[src/rtl/tdc_meas_ctrl.sv]
// tdc_meas_ctrl - measurement sequencer for the TDC datapath.
//
// On an arm request the block clears the delay line, launches it, and runs a
// coarse cycle counter until the synchronized stop event or a timeout.  The
// coarse count, fine code and a status byte are then streamed as a 5-byte
// frame (A5, coarse hi, coarse lo, fine, status) over a valid/ready handshake,
// followed by a one-cycle end-of-transmission pulse.
//
// Ports:
//   clk         rising-edge clock
//   reset       synchronous, active-high reset
//   arm         measurement request (sampled in IDLE only)
//   stop_sync   one-cycle stop event, already synchronous to clk
//   fine_code   delay-line code, valid together with stop_sync
//   tdc_clear   one-cycle delay-line clear
//   tdc_start   one-cycle delay-line launch
//   busy        high in every state except IDLE
//   uart_data   frame byte
//   uart_valid  frame byte valid
//   uart_ready  UART TX accepts the byte
//   eot         one-cycle end-of-transmission pulse
module tdc_meas_ctrl #(
    parameter int unsigned COARSE_W = 16,
    parameter int unsigned FINE_W   = 8,
    parameter int unsigned TIMEOUT  = 1000
) (
    input  logic              clk,
    input  logic              reset,
    input  logic              arm,
    input  logic              stop_sync,
    input  logic [FINE_W-1:0] fine_code,
    output logic              tdc_clear,
    output logic              tdc_start,
    output logic              busy,
    output logic [7:0]        uart_data,
    output logic              uart_valid,
    input  logic              uart_ready,
    output logic              eot
);

    typedef enum logic [2:0] {
        S_IDLE,
        S_CLEAR,
        S_RUN,
        S_SEND,
        S_DONE
    } state_e;

    localparam logic [COARSE_W-1:0] TIMEOUT_C = COARSE_W'(TIMEOUT);
    localparam logic [7:0]          SYNC_BYTE = 8'hA5;

    state_e              state_q, state_d;
    logic [COARSE_W-1:0] cnt_q, cnt_d;
    logic [15:0]         coarse_q, coarse_d;
    logic [7:0]          fine_q, fine_d;
    logic [3:0]          seq_q, seq_d;
    logic                early_q, early_d;
    logic                tmo_q, tmo_d;
    logic [2:0]          idx_q, idx_d;

    always_ff @(posedge clk) begin
        if (reset) begin
            state_q  <= S_IDLE;
            cnt_q    <= '0;
            coarse_q <= '0;
            fine_q   <= '0;
            seq_q    <= '0;
            early_q  <= 1'b0;
            tmo_q    <= 1'b0;
            idx_q    <= '0;
        end else begin
            state_q  <= state_d;
            cnt_q    <= cnt_d;
            coarse_q <= coarse_d;
            fine_q   <= fine_d;
            seq_q    <= seq_d;
            early_q  <= early_d;
            tmo_q    <= tmo_d;
            idx_q    <= idx_d;
        end
    end

    always_comb begin
        state_d  = state_q;
        cnt_d    = cnt_q;
        coarse_d = coarse_q;
        fine_d   = fine_q;
        seq_d    = seq_q;
        early_d  = early_q;
        tmo_d    = tmo_q;
        idx_d    = idx_q;

        case (state_q)
            S_IDLE: begin
                if (arm) begin
                    state_d = S_CLEAR;
                end
            end
            S_CLEAR: begin
                // The counter is zeroed here so the first RUN cycle sees 0.
                cnt_d   = '0;
                state_d = S_RUN;
                if (stop_sync) begin
                    early_d = 1'b1;
                end
            end
            S_RUN: begin
                // A stop coinciding with the timeout count takes priority.
                if (stop_sync) begin
                    coarse_d = 16'(cnt_q);
                    fine_d   = 8'(fine_code);
                    idx_d    = '0;
                    state_d  = S_SEND;
                end else if (cnt_q == TIMEOUT_C) begin
                    coarse_d = '1;
                    fine_d   = '0;
                    tmo_d    = 1'b1;
                    idx_d    = '0;
                    state_d  = S_SEND;
                end else begin
                    cnt_d = cnt_q + COARSE_W'(1);
                end
            end
            S_SEND: begin
                if (uart_ready) begin
                    if (idx_q == 3'd4) begin
                        idx_d   = '0;
                        state_d = S_DONE;
                    end else begin
                        idx_d = idx_q + 3'd1;
                    end
                end
            end
            S_DONE: begin
                seq_d   = seq_q + 4'd1;
                early_d = 1'b0;
                tmo_d   = 1'b0;
                state_d = S_IDLE;
            end
            default: begin
                state_d = S_IDLE;
            end
        endcase
    end

    logic [7:0] frame_byte;

    always_comb begin
        frame_byte = '0;
        case (idx_q)
            3'd0:    frame_byte = SYNC_BYTE;
            3'd1:    frame_byte = coarse_q[15:8];
            3'd2:    frame_byte = coarse_q[7:0];
            3'd3:    frame_byte = fine_q;
            3'd4:    frame_byte = {seq_q, 2'b00, early_q, tmo_q};
            default: frame_byte = '0;
        endcase
    end

    assign tdc_clear  = (state_q == S_CLEAR);
    assign tdc_start  = (state_q == S_RUN) && (cnt_q == '0);
    assign busy       = (state_q != S_IDLE);
    assign uart_valid = (state_q == S_SEND);
    assign uart_data  = (state_q == S_SEND) ? frame_byte : '0;
    assign eot        = (state_q == S_DONE);

endmodule

[config.mk]
export PLATFORM = sky130hd
export DESIGN_NAME = tdc_meas_ctrl
export DESIGN_NICKNAME = d
export VERILOG_FILES = /design/src/rtl/tdc_meas_ctrl.sv
export SDC_FILE = /design/constraint.sdc
export NUM_CORES = 1
export LEC_CHECK = 0
export ABC_AREA = 1
export BUFFER_PORTS_ARGS = -buffer_cell sky130_fd_sc_hd__clkbuf_2
export CORE_MARGIN = 2
export CORE_UTILIZATION = 35
export CTS_CLUSTER_DIAMETER = 100
export DETAILED_ROUTE_END_ITERATION = 12
export PLACE_DENSITY = 0.52
export SYNTH_ARGS = -nofsm -noshare
export SYNTH_HDL_FRONTEND = slang
export SYNTH_SLANG_ARGS = --single-unit
[constraint.sdc]
create_clock -name clk -period 1.5 [get_ports clk]
set_input_delay 0.225 -clock clk [delete_from_list [all_inputs] [get_ports clk]]
set_output_delay 0.225 -clock clk [all_outputs]
set_load 0.02 [all_outputs]
* Yosys cells after proc, flatten, opt, wreduce, memory -nomap -nowiden
Index checks and enable logic that the tools add are counted. Widths: inputs -> output; s select.
Word-level totals: flip-flop bits (word level) 52, input bits 13, output and inout port bits 13
Cells by class: add/sub/neg operators 3, eq/ne operators 17, muxes and demuxes 25, reductions and logical operators 16
Operators with widths (count):
- $mux 16 | 4
- $pmux 8 s5 | 1
- $pmux 16 s2 | 1
- $mux 3 | 9
- $mux 8 | 3
- $add 16x1->16 const B | 1
- $eq 16x10->1 const B | 1
- $logic_not 16->1 | 1
- $eq 3x2->1 const B | 4
- $pmux 3 s4 | 1
- $ne 2x2->1 const B | 5
- $reduce_bool 2->1 | 5
- $reduce_and 3->1 | 3
- $eq 3x1->1 const B | 2
- $eq 3x3->1 const B | 2
- $logic_not 3->1 | 2
- $pmux 3 s2 | 1
- $add 4x1->4 const B | 1
- $ne 2x1->1 const B | 2
- $pmux 1 s2 | 2
- $reduce_and 2->1 | 2
- $reduce_and 4->1 | 1
- $add 3x1->3 const B | 1
- $mux 1 | 3
- other kinds (3) | 3

* Logic depth before layout (Yosys ltp)
word-level depth 4, mapped depth 11, mapped depth without buffers 10

* Worst setup path before layout
Ideal clock, no wire load.
path kind reg2out, start reg idx_q[0], end out uart_data[0], data arrival time 1.372 ns, data required time 1.275 ns, setup slack -0.097 ns, stages on the path, launching flop included 8, path buffers 1, cells stage by stage dfxtp_1 -> ha_1 -> ha_1 -> buf_1 -> a21oi_1 -> o221ai_1 -> a21oi_1 -> nor2_1
Between the ends: word-level cells in the longest chain between the ends 3, elaborated cells on any way between the ends 7, classes of those cells eq/ne: 4; mux: 2; reduce/logical: 1
Ends and longest elaborated chain:
- start, declared | RTL line 59 | logic [2:0] idx_q, idx_d;
- start signal, assigned | RTL line 79 | idx_q <= idx_d;
- $eq 3x3->1 (tied with other cells) | RTL line 150 | case (idx_q)
- $pmux 8 s5 * | RTL line 150
- $mux 8 * | RTL line 164 | assign uart_data = (state_q == S_SEND) ? frame_byte : '0;
- end, declared | RTL line 35 | output logic [7:0] uart_data,
Every way passes the cells marked *; elsewhere a longest branch is shown, timed or not.

* Worst setup path after layout
start reg idx_q[0], end out uart_data[5]
Same word-level chain as after synthesis.

==> results.sh <==
export IMPL_pre_cts_slack_ns=-0.2249
export IMPL_grt_usage=0.2048
export IMPL_swShare=0.4093
export IMPL_syn_cell_area_mm2=0.002948
export IMPL_post_route_util=0.5445
export IMPL_grt_max_degree=24
export IMPL_fin_tns_setup_ns=-3.823
export IMPL_synth_cell_type_count=33
export IMPL_clkSlewWorstSetupHoldPaths_ns=0.11
export IMPL_start_util=0.3606
export IMPL_die_y_um=95.78
export IMPL_slew_violations=0
export IMPL_gp_congestion=0.8913
export IMPL_clock_sinks=52
export IMPL_antenna_found_initial=0
export IMPL_ctsHoldBuffers=0
export IMPL_wl_per_cell_um=14.80
export IMPL_num_io_pins=26
export IMPL_skew_ns=0.01178
export IMPL_violations="setup timing"
export IMPL_critPathArrivalTime_ns=1.68
export IMPL_ir_drop_mv=0.6009
export IMPL_worst_pin_slew_ns=0.3192
export IMPL_setup_ws_ns=-0.4042
export IMPL_cts_tree="yes"
export IMPL_htree_num_levels=2
export IMPL_core_mm2=0.008175
export IMPL_yosysTopAreaCellShare=0.3531
export IMPL_finalSetupViolCount=27
export IMPL_areaGrowthSynthToFinish_pct=51.02
export IMPL_die_x_um=95.78
export IMPL_crit_required_ns=1.27
export IMPL_portBuffers=25
export IMPL_cts_buffers=5
export IMPL_path_cells="ha_4 -> ha_4 -> a21oi_2 -> o221ai_2 -> a21oi_2 -> nor2_2 -> clkbuf_8"
export IMPL_worstPathMaxFanout=5
export IMPL_path_class="reg2out"
export IMPL_hpwl_um=6491
export IMPL_clockPowerShare=0.179
export IMPL_yosys_register_bits=52
export IMPL_insertion_delay_ns=0.32
export IMPL_avgSynthCellArea_um2=6.777
export IMPL_fin_nets=548
export IMPL_num_vias=3158
export IMPL_power_share_combinational=0.474
export IMPL_drc=0
export IMPL_synth_cells=435
export IMPL_num_antenna_cells=0
export IMPL_yosysTopAreaCell="dfxtp_1"
export IMPL_first_pass_iters=5
export IMPL_avgViaCountPerCell=4.989
export IMPL_max_freq_mhz=525.2
export IMPL_hp_class="in2reg"
export IMPL_status="finished, violations left"
export IMPL_fill_cells=795
export IMPL_drive_gt1_frac=0.4413
export IMPL_post_route_period_util=1.269
export IMPL_power_internal_uw=2901
export IMPL_hold_viol_final=0
export IMPL_ys_warn_count=0
export IMPL_crit_slowest_cell="dfxtp_4"
export IMPL_overflow=0
export IMPL_drtIter0Drc=128
export IMPL_relSlewSlack=0.7865
export IMPL_grt_pass1_wl_um=14720
export IMPL_ant_nets=0
export IMPL_cap_violations=0
export IMPL_seq_power_share=0.347
export IMPL_min_period_ns=1.904
export IMPL_synth_seq_area_share=0.3531
export IMPL_grt_pass1_vias=2959
export IMPL_rsz0062_at_grt="yes"
export IMPL_p_leak_uw=0.001681
export IMPL_cpPeakStageDelay_ns=0.39
export IMPL_synth_fp_nets=456
export IMPL_clockBufferDepth=2
export IMPL_dieArea_mm2=0.009173
export IMPL_endpoint_kind="primary output"
export IMPL_rows=33
export IMPL_cts_root_buf="clkbuf_8"
export IMPL_critPathLaunchType="flop"
export IMPL_routed_wl_um=9366
export IMPL_synth_area_leaders="dfxtp_1, nand2_1, a21oi_1"
export IMPL_power_density_mw_per_mm2=1103
export IMPL_netSwitchingPower_uw=2010
power by group through the flow:
stage / Sequential [uW] / Combinational, uW / Clock (uW)
floorplan: 1630 / 981 / 0
global placement: 1650 / 1530 / 0
detailed placement: 1660 / 1540 / 0
CTS: 1700 / 1930 / 889
global route: 1720 / 2510 / 941
finish: 1700 / 2330 / 880
layout make-up:
class | instances | area [um^2] | area share
clock buffer | 5 | 68.82 | 0.01546
clock inverter | 3 | 22.52 | 0.005059
sequential | 52 | 1062 | 0.2386
multi-input combinational | 310 | 2088 | 0.4691
inverter | 58 | 227.7 | 0.05115
timing repair buffer | 100 | 850.8 | 0.1911
tap | 105 | 131.4 | 0.02951
cell usage after synthesis, drive strengths merged:
library cell	count
nand3b	2
a221oi	3
o21ai	20
clkbuf	7
o22ai	6
o21bai	1
nor3	12
dfxtp	52
nand3	33
o221ai	3
nand4	8
ha	8
nor3b	3
nand2	96
nor4	2
nor2	53
a21oi	57
buf	9
a211oi	1
inv	58
o32ai	1
critical path: cells and delay by family, from the launching register on:
kind	cells	cell delay (ns)
AO/OA/AOI/OAI	3	0.44
adder cells (fa/ha/maj)	2	0.35
buffers and inverters	1	0.14
flip-flops	1	0.39
AND/OR/NAND/NOR	1	0.05
registers in the layout, summed over array words and instances (netlist names):
name,count
fine_q,8
early_q,1
coarse_q,16
seq_q,4
idx_q,3
state_q,3
cnt_q,16
tmo_q,1
routing by layer:
layer | wire length [um] | global-route usage | vias to the layer above
met4 | 117 | 0.04286 | 0
met2 | 4753 | 0.3660 | 57
li1 | - | - | 1622
met1 | 4215 | 0.2634 | 1470
met5 | 0 | 0 | -
met3 | 278 | 0.02662 | 9
per-stage QoR:
step | cells | power, uW | cell area (um^2) | hold slack (ns)
6_report | 633 | 4911 | 4452 | 0.1232
3_5_place_dp | 607 | 3193 | 3581 | 0.4460
4_1_cts | 623 | 4513 | 4083 | 0.1240
5_1_grt | 633 | 5174 | 4452 | 0.1273
3_3_place_gp | 607 | 3180 | 3581 | 0.4452
2_1_floorplan | 435 | 2613 | 2967 | 0.3723
worst paths after layout:
path                            start                        to  slack (ns)  cells after the start
max reg2reg     cnt_q[0]$_SDFFE_PP0P_   state_q[1]$_SDFFE_PP0P_       -0.09                     11
max             idx_q[0]$_SDFFE_PP0P_              uart_data[5]       -0.40                      7
min reg2reg  coarse_q[8]$_SDFFE_PP0P_  coarse_q[8]$_SDFFE_PP0P_        0.48                      2
min                      fine_code[3]    fine_q[3]$_SDFFE_PP0P_        0.12                      3
placed cells by master, fill, tap and decap left out, types with 5 or more instances in the layout:
cell,n
nand2_1,79
clkbuf_2,14
nand2_4,6
dfxtp_1,41
nand4_1,8
nand3_4,5
dfxtp_2,8
inv_2,10
nor2_4,6
buf_4,56
nand2_2,11
nand3_2,16
buf_6,19
clkbuf_8,8
a21oi_2,19
a21oi_1,38
nor2_1,38
nand3_1,12
ha_4,7
inv_1,44
o21ai_0,18
nor2_2,9
kinds of logic after synthesis:
kind of cell / share of synthesized area
fa+ha+maj: 0.03396
flops: 0.3531
simple gates: 0.3323
buf+inv: 0.1074
compound gates: 0.1732
repair_timing:
action / in CTS / in global routing
gates resized for setup: 91 / 77
cloned: 1 / 0
buffers inserted: 8 / 12
pin swaps: 20 / 33
setup endpoints to repair: 34 / 43
Note: power is estimated with default switching activity, not from simulation.
